==> config.mk <==
export PLATFORM = sky130hd
export DESIGN_NAME = pc_sequencer_flat
export DESIGN_NICKNAME = d
export VERILOG_FILES = /design/src/rtl/pc_sequencer_pkg.sv /design/src/rtl/pc_sequencer_if.sv /design/src/rtl/pc_sequencer_step_edge_detect.sv /design/src/rtl/pc_sequencer.sv /design/src/flat_wrapper.sv
export SDC_FILE = /design/constraint.sdc
export NUM_CORES = 1
export LEC_CHECK = 0
export ABC_AREA = 0
export ABC_CLOCK_PERIOD_IN_PS = 2800
export CAP_MARGIN = 20
export CORE_UTILIZATION = 42
export DETAILED_ROUTE_END_ITERATION = 16
export PLACE_DENSITY = 0.76
export SLEW_MARGIN = 15
export SYNTH_ARGS = -nofsm -noshare
export SYNTH_HDL_FRONTEND = slang
export SYNTH_HIERARCHICAL = 1
export SYNTH_SLANG_ARGS = --single-unit
export TNS_END_PERCENT = 100
==> constraint.sdc <==
create_clock -name clk -period 2.8 [get_ports clk]
set_input_delay 0.28 -clock clk [delete_from_list [all_inputs] [get_ports clk]]
set_output_delay 0.28 -clock clk [all_outputs]
set_load 0.005 [all_outputs]
==> src/rtl/pc_sequencer_pkg.sv <==
// rtl/pc_sequencer_pkg.sv - shared sequencer types and constants (package kgp_risc_pkg)
package kgp_risc_pkg;

  typedef enum logic [2:0] {
    BOOT      = 3'd0,
    FETCH     = 3'd1,
    EXEC      = 3'd2,
    STEP_WAIT = 3'd3,
    HALT      = 3'd4
  } seqState_t;

  localparam logic [4:0] HALT_OPCODE_DEF    = 5'b11111;
  localparam int         DEFAULT_IMEM_DEPTH = 1024;
  localparam int         DEFAULT_BOOT_ADDR  = 0;

endpackage

==> src/rtl/pc_sequencer_if.sv <==
// rtl/pc_sequencer_if.sv - sequencer <-> datapath bundle; trace signals exist only with PC_SEQ_TRACE_EN
interface pc_sequencer_if #(
  parameter int ADDR_W = 32,
  parameter int CNT_W  = 32
);

  logic [ADDR_W-1:0] nextInstrAddr;
  logic [4:0]        opcode;
  logic [ADDR_W-1:0] instrAddr;
  logic              commit_en;
  logic              halted;
  logic              fault;
  logic [CNT_W-1:0]  retired;
`ifdef PC_SEQ_TRACE_EN
  logic [ADDR_W-1:0] last_jump_src;
  logic [ADDR_W-1:0] last_jump_dst;
`endif

  // Sequencer side: owns the PC and the commit qualifier.
  modport master (
    input  nextInstrAddr,
    input  opcode,
    output instrAddr,
    output commit_en,
    output halted,
    output fault,
`ifdef PC_SEQ_TRACE_EN
    output last_jump_src,
    output last_jump_dst,
`endif
    output retired
  );

  // Datapath side: consumes the PC, supplies the next PC and opcode.
  modport slave (
    output nextInstrAddr,
    output opcode,
    input  instrAddr,
    input  commit_en,
    input  halted,
    input  fault,
`ifdef PC_SEQ_TRACE_EN
    input  last_jump_src,
    input  last_jump_dst,
`endif
    input  retired
  );

endinterface

==> src/rtl/pc_sequencer_step_edge_detect.sv <==
// rtl/pc_sequencer_step_edge_detect.sv - 2-flop synchroniser plus rising-edge pulse for the step button
module step_edge_detect (
  input  logic clk,
  input  logic rst,
  input  logic asyncIn,
  output logic risePulse
);

  logic metaQ;
  logic syncQ;
  logic prevQ;

  // Two flops for metastability, a third remembers the previous synced level.
  always_ff @(posedge clk) begin
    if (rst) begin
      metaQ <= 1'b0;
      syncQ <= 1'b0;
      prevQ <= 1'b0;
    end else begin
      metaQ <= asyncIn;
      syncQ <= metaQ;
      prevQ <= syncQ;
    end
  end

  // One-cycle pulse per rising edge, so a held button yields a single step.
  assign risePulse = syncQ & ~prevQ;

endmodule

==> src/rtl/pc_sequencer.sv <==
// rtl/pc_sequencer.sv - program counter sequencer with fetch stall, single-step, halt/fault; trace via PC_SEQ_TRACE_EN
module pc_sequencer
  import kgp_risc_pkg::*;
#(
  parameter int                ADDR_W      = 32,
  parameter int                IMEM_DEPTH  = DEFAULT_IMEM_DEPTH,
  parameter logic [ADDR_W-1:0] BOOT_ADDR   = ADDR_W'(DEFAULT_BOOT_ADDR),
  parameter int                FETCH_WAIT  = 1,
  parameter int                CNT_W       = 32,
  parameter logic [4:0]        HALT_OPCODE = HALT_OPCODE_DEF
) (
  input  logic           clk,
  input  logic           rst,
  input  logic           step_mode,
  input  logic           step_btn,
  pc_sequencer_if.master bus
);

  localparam int                WAIT_W      = (FETCH_WAIT > 1) ? $clog2(FETCH_WAIT) : 1;
  localparam logic [WAIT_W-1:0] WAIT_RELOAD = WAIT_W'(FETCH_WAIT - 1);
  localparam logic [ADDR_W:0]   DEPTH_LIMIT = (ADDR_W + 1)'(IMEM_DEPTH);

  seqState_t         state;
  seqState_t         stateNext;
  logic [WAIT_W-1:0] waitCnt;
  logic [WAIT_W-1:0] waitCntNext;
  logic [ADDR_W-1:0] pcReg;
  logic [CNT_W-1:0]  retiredReg;
  logic              faultReg;
  logic              modeMeta;
  logic              modeSync;
  logic              stepPulse;
  logic              commitEn;
  logic              pcLoad;
  logic              cntInc;
  logic              faultSet;
  logic              isHaltOp;
  logic              outOfRange;

  assign isHaltOp   = (bus.opcode == HALT_OPCODE);
  assign outOfRange = ({1'b0, bus.nextInstrAddr} >= DEPTH_LIMIT);

  // step_mode is a level, so it only needs the synchroniser, not the edge detector.
  always_ff @(posedge clk) begin
    if (rst) begin
      modeMeta <= 1'b0;
      modeSync <= 1'b0;
    end else begin
      modeMeta <= step_mode;
      modeSync <= modeMeta;
    end
  end

  step_edge_detect u_stepBtn (
    .clk       (clk),
    .rst       (rst),
    .asyncIn   (step_btn),
    .risePulse (stepPulse)
  );

  // Next-state and per-cycle strobes; halt opcode takes priority over the range check.
  always_comb begin
    stateNext   = state;
    waitCntNext = waitCnt;
    commitEn    = 1'b0;
    pcLoad      = 1'b0;
    cntInc      = 1'b0;
    faultSet    = 1'b0;
    case (state)
      BOOT: begin
        waitCntNext = WAIT_RELOAD;
        stateNext   = FETCH;
      end
      FETCH: begin
        if (waitCnt == '0) begin
          stateNext = EXEC;
        end else begin
          waitCntNext = waitCnt - WAIT_W'(1);
        end
      end
      EXEC: begin
        if (isHaltOp) begin
          stateNext = HALT;
        end else if (outOfRange) begin
          // The instruction itself is legal; only its successor is not, so it still commits.
          commitEn  = 1'b1;
          cntInc    = 1'b1;
          faultSet  = 1'b1;
          stateNext = HALT;
        end else begin
          commitEn    = 1'b1;
          cntInc      = 1'b1;
          pcLoad      = 1'b1;
          waitCntNext = WAIT_RELOAD;
          stateNext   = modeSync ? STEP_WAIT : FETCH;
        end
      end
      STEP_WAIT: begin
        if (stepPulse || !modeSync) begin
          stateNext = FETCH;
        end
      end
      HALT: begin
        stateNext = HALT;
      end
      default: begin
        stateNext = BOOT;
      end
    endcase
  end

  // State, PC, retired counter and sticky fault; reset overrides any commit in flight.
  always_ff @(posedge clk) begin
    if (rst) begin
      state      <= BOOT;
      waitCnt    <= '0;
      pcReg      <= BOOT_ADDR;
      retiredReg <= '0;
      faultReg   <= 1'b0;
    end else begin
      state   <= stateNext;
      waitCnt <= waitCntNext;
      if (pcLoad) begin
        pcReg <= bus.nextInstrAddr;
      end
      if (cntInc && (retiredReg != '1)) begin
        retiredReg <= retiredReg + CNT_W'(1);
      end
      if (faultSet) begin
        faultReg <= 1'b1;
      end
    end
  end

  // Masking with rst keeps the datapath from writing in a cycle that reset discards.
  assign bus.commit_en = commitEn & ~rst;
  assign bus.instrAddr = pcReg;
  assign bus.halted    = (state == HALT);
  assign bus.fault     = faultReg;
  assign bus.retired   = retiredReg;

`ifdef PC_SEQ_TRACE_EN
  logic [ADDR_W-1:0] jumpSrc;
  logic [ADDR_W-1:0] jumpDst;
  logic              isJump;

  assign isJump = (bus.nextInstrAddr != (pcReg + ADDR_W'(1)));

  // Remember the most recent non-sequential, in-range PC change.
  always_ff @(posedge clk) begin
    if (rst) begin
      jumpSrc <= '0;
      jumpDst <= '0;
    end else if (pcLoad && isJump) begin
      jumpSrc <= pcReg;
      jumpDst <= bus.nextInstrAddr;
    end
  end

  assign bus.last_jump_src = jumpSrc;
  assign bus.last_jump_dst = jumpDst;
`endif

endmodule

==> src/flat_wrapper.sv <==
// flat-port wrapper written by rule: the top's interface ports become plain ports
module pc_sequencer_flat import kgp_risc_pkg::*;
#(
  parameter int                ADDR_W      = 32,
  parameter int                IMEM_DEPTH  = DEFAULT_IMEM_DEPTH,
  parameter logic [ADDR_W-1:0] BOOT_ADDR   = ADDR_W'(DEFAULT_BOOT_ADDR),
  parameter int                FETCH_WAIT  = 1,
  parameter int                CNT_W       = 32,
  parameter logic [4:0]        HALT_OPCODE = HALT_OPCODE_DEF
)
  (clk, rst, step_mode, step_btn, bus_nextInstrAddr, bus_opcode, bus_instrAddr, bus_commit_en, bus_halted, bus_fault, bus_retired);
  pc_sequencer_if #(.ADDR_W(ADDR_W), .CNT_W(CNT_W)) bus_i ();
  input  logic clk;
  input  logic rst;
  input  logic step_mode;
  input  logic step_btn;
  input wire logic [$bits(bus_i.nextInstrAddr)-1:0] bus_nextInstrAddr;
  input wire logic [$bits(bus_i.opcode)-1:0] bus_opcode;
  output wire logic [$bits(bus_i.instrAddr)-1:0] bus_instrAddr;
  output wire logic [$bits(bus_i.commit_en)-1:0] bus_commit_en;
  output wire logic [$bits(bus_i.halted)-1:0] bus_halted;
  output wire logic [$bits(bus_i.fault)-1:0] bus_fault;
  output wire logic [$bits(bus_i.retired)-1:0] bus_retired;
  assign bus_i.nextInstrAddr = bus_nextInstrAddr;
  assign bus_i.opcode = bus_opcode;
  assign bus_instrAddr = bus_i.instrAddr;
  assign bus_commit_en = bus_i.commit_en;
  assign bus_halted = bus_i.halted;
  assign bus_fault = bus_i.fault;
  assign bus_retired = bus_i.retired;
  pc_sequencer #(.ADDR_W(ADDR_W), .IMEM_DEPTH(IMEM_DEPTH), .BOOT_ADDR(BOOT_ADDR), .FETCH_WAIT(FETCH_WAIT), .CNT_W(CNT_W), .HALT_OPCODE(HALT_OPCODE)) u_core (.clk(clk), .rst(rst), .step_mode(step_mode), .step_btn(step_btn), .bus(bus_i));
endmodule
==> impl_results.md <==
* Status: finished, final reports clean
* Slew HR at 33.6%
* CP required at 3080 ps
* Final HPWL DP at 5.37 mm
* Root Buffer: clkbuf_8
* Slew of the pin with the lowest slew margin at 993 ps
* Post-synthesis register bit count at 73
* Sw Pwr at 0.485 mW
* Nets at 464
* CTS tree: done
* Port bufs at 107
* Max-cap viol count at 0
* TNS Setup at 0 ps
* Inst Count DP at 507
* FMAX at 423 MHz
* Clock slew at reported path FFs at 80 ps
* Non-filler cells, final at 523
* Total GRT Usage at 20.9%
* Global-route wire length before repair at 12.0 mm
* Cells after Synth at 315
* H-tree Lvls at 3
* Post-CTS setup buffers at 0
* Initial core utilization at 43.9%
* Setup Skew at 6.03 ps
* DR vias at 2717
* Yosys top cell by area: dfxtp_1
* Synth top area cells: dfxtp_1, and2_1, mux2i_1
* Sw Ratio at 22.9%
* Peak supply drop at 0.286 mV
* R2R Path Start: u_core/bus.retired[25]
* Initial antenna violation count at 0
* Internal power at 1.64 mW
* CP startpoint: u_core/bus.retired[25]
* RD Place Congestion at 0.771
* Layout cells sized above 1 at 10.1%
* CTS resizes at 0
* Post-synth net total at 357
* Largest net degree at the start of global routing at 38
* Min-Delay Path Class: input port to register
* # clock sinks at 73
* First-pass iteration count of the detailed router at 4
* Vias in the first global route at 2554
* Sequential power share at 50.1%
* Via density at 5.20
* Combinational Power Share at 6.1%
* Arr. time, crit path at 2640 ps
* Core footprint at 6830 um2
* RR Endpoint: u_core/bus.retired[7]
* DR iter-0 viols at 132
* Type of origin of the critical path: register
* Clock power frac at 43.8%
* Die Area at 7480 um2
* PD cells at 485 nW/um2
* IO Pins at 108
* Critical path class: register to register
* Die width at 86.5 um
* Final min period at 2370 ps
* Synth top area share at 48.7%
* Antenna cells at 0
* Worst-Skew Late Latency at 350 ps
* Reg2reg setup slack at 430 ps
* WL final at 7.45 mm
* Ys Warns at 6
* RSZ-0062 raised after global routing: no
* Worst reg2reg path depth at 5
* Final Hold Fails at 0
* Synth Cell Area at 3000 um2
* Post-CTS Hold Buffers at 0
* WL per Instance at 14.3 um
* Setup Viol. Count Final at 0
* Final Max Tran Viols at 0
* Highest net fanout along the worst path at 15
* Sequential element share of the synthesized area at 48.7%
* Critical path endpoint: u_core/bus.retired[7]
* Remaining global-route overflow at 0
* CP endpoint kind: register
* Leak pwr at 1.48 nW
* Die height at 86.5 um
* Yosys cell types at 46
* Syn Area/Cell at 9.52 um2
* Cts bufs inserted at 9
* Cell row count at 30
* Number of remaining DRC errors at 0
* Bufs on Longest Clock Path at 2
* Final Cycle Share at 84.5%
* Area growth syn-to-layout at 45.7%
* Antenna-violating nets left at 0
placed cells by master, fill, tap and decap left out, types with 10 or more instances in the layout:
| cell | synthesis | layout |
|---|---|---|
| and2_1 | 23 | 23 |
| clkdlybuf4s50_1 | 0 | 106 |
| nand2_1 | 10 | 10 |
| mux2i_1 | 12 | 12 |
| a21oi_1 | 22 | 22 |
| o21ai_0 | 15 | 15 |
| or3_1 | 11 | 11 |
| dfxtp_1 | 73 | 73 |
| nand4_1 | 13 | 13 |
| nor2_1 | 30 | 30 |
| nand3_1 | 11 | 11 |
how the worst min path moves through the flow:
stage	startpoint	to	slack, ps	cells after the start
3_5_place_dp	u_core/u_stepBtn/metaQ	u_core/u_stepBtn/syncQ	430	1
3_3_place_gp	u_core/u_stepBtn/metaQ	u_core/u_stepBtn/syncQ	420	1
5_1_grt	rst	u_core/bus.retired[0]	350	2
6_report	rst	u_core/bus.retired[0]	340	2
4_1_cts	rst	u_core/bus.retired[1]	330	2
2_1_floorplan	rst	u_core/u_stepBtn/metaQ	350	1
Yosys cell counts, drive strengths merged:
cell type,number
a2111o,1
a211oi,1
a21oi,22
a22oi,1
a31o,3
a31oi,1
a41o,1
a41oi,1
and2,23
and3,5
and4,3
and4bb,1
buf,6
clkbuf,8
dfxtp,73
ha,1
inv,6
mux2,5
mux2i,12
nand2,10
nand2b,1
nand3,11
nand4,14
nor2,30
nor2b,10
nor3,6
nor3b,1
nor4,10
o211a,1
o211ai,2
o21ai,15
o31ai,6
o41ai,1
or3,14
or4,5
xnor2,2
xor2,2
area by class of cell:
cell class              instances  area, um2
clock buffers                   9        124
well taps                      96        120
inverters                       6       22.5
clock inverters                 7        103
multi-input cells             222       1450
flip-flops and latches         73       1460
repair buffers                110       1090
fillers                       596       2460
worst max-delay path, cell delays in order (launching register included):
cell and delay (ps):
dfxtp_1 430, nand4_1 260, or3_4 460, o41ai_4 750, o21ai_0 210, a21oi_1 170
kinds of logic after synthesis:
kind of cell               count (synthesis)  synth area share (%)
muxes                                     17                  5.88
adders and majority gates                  1                 0.417
and+or+nand+nor                          144                  28.2
AOI/OAI and AO/OA                         56                  12.5
xor gates and xnor gates                   4                  1.17
DFF                                       73                  48.7
buffers and inverters                     20                  3.09
per-layer routing:
metal / global-route usage (%) / wire [um] / vias up / part of all wire [%]
met5: 0 / 0 / - / 0
li1: - / - / 1362 / -
met4: 9.55 / 116 / 0 / 1.6
met3: 6.86 / 621 / 12 / 8.3
met2: 33.3 / 3420 / 103 / 46
met1: 25.6 / 3300 / 1240 / 44
flip-flops by register name, summed over array words and instances, names as in the netlist:
register and cells:
u_core/bus.retired 32, u_core/u_stepBtn/syncQ 1, u_core/state 3, u_core/modeSync 1, u_core/bus.fault 1, u_core/u_stepBtn/metaQ 1, u_core/u_stepBtn/prevQ 1, u_core/bus.instrAddr 32
u_core/modeMeta 1
metrics by stage:
stage	setup slack, ps	power [mW]	cell area, um2	hold slack (ps)	utilization [%]
3_5_place_dp	205	1.22	4140	425	60.6
6_report	434	2.12	4370	339	64.0
4_1_cts	464	2.14	4370	332	64.0
5_1_grt	257	2.20	4370	352	64.0
3_3_place_gp	347	1.21	4140	420	60.6
2_1_floorplan	826	1.14	3000	352	-
power groups by stage:
stage                     Sequential [mW]  Combinational (mW)  Clock [mW]
after detailed placement             1.09               0.129           0
after global placement               1.09               0.126           0
after floorplan                      1.08              0.0530           0
after CTS                            1.06               0.130       0.951
after global routing                 1.07               0.141       0.997
final                                1.06               0.128       0.929
Power figures use the tool's default switching activity.
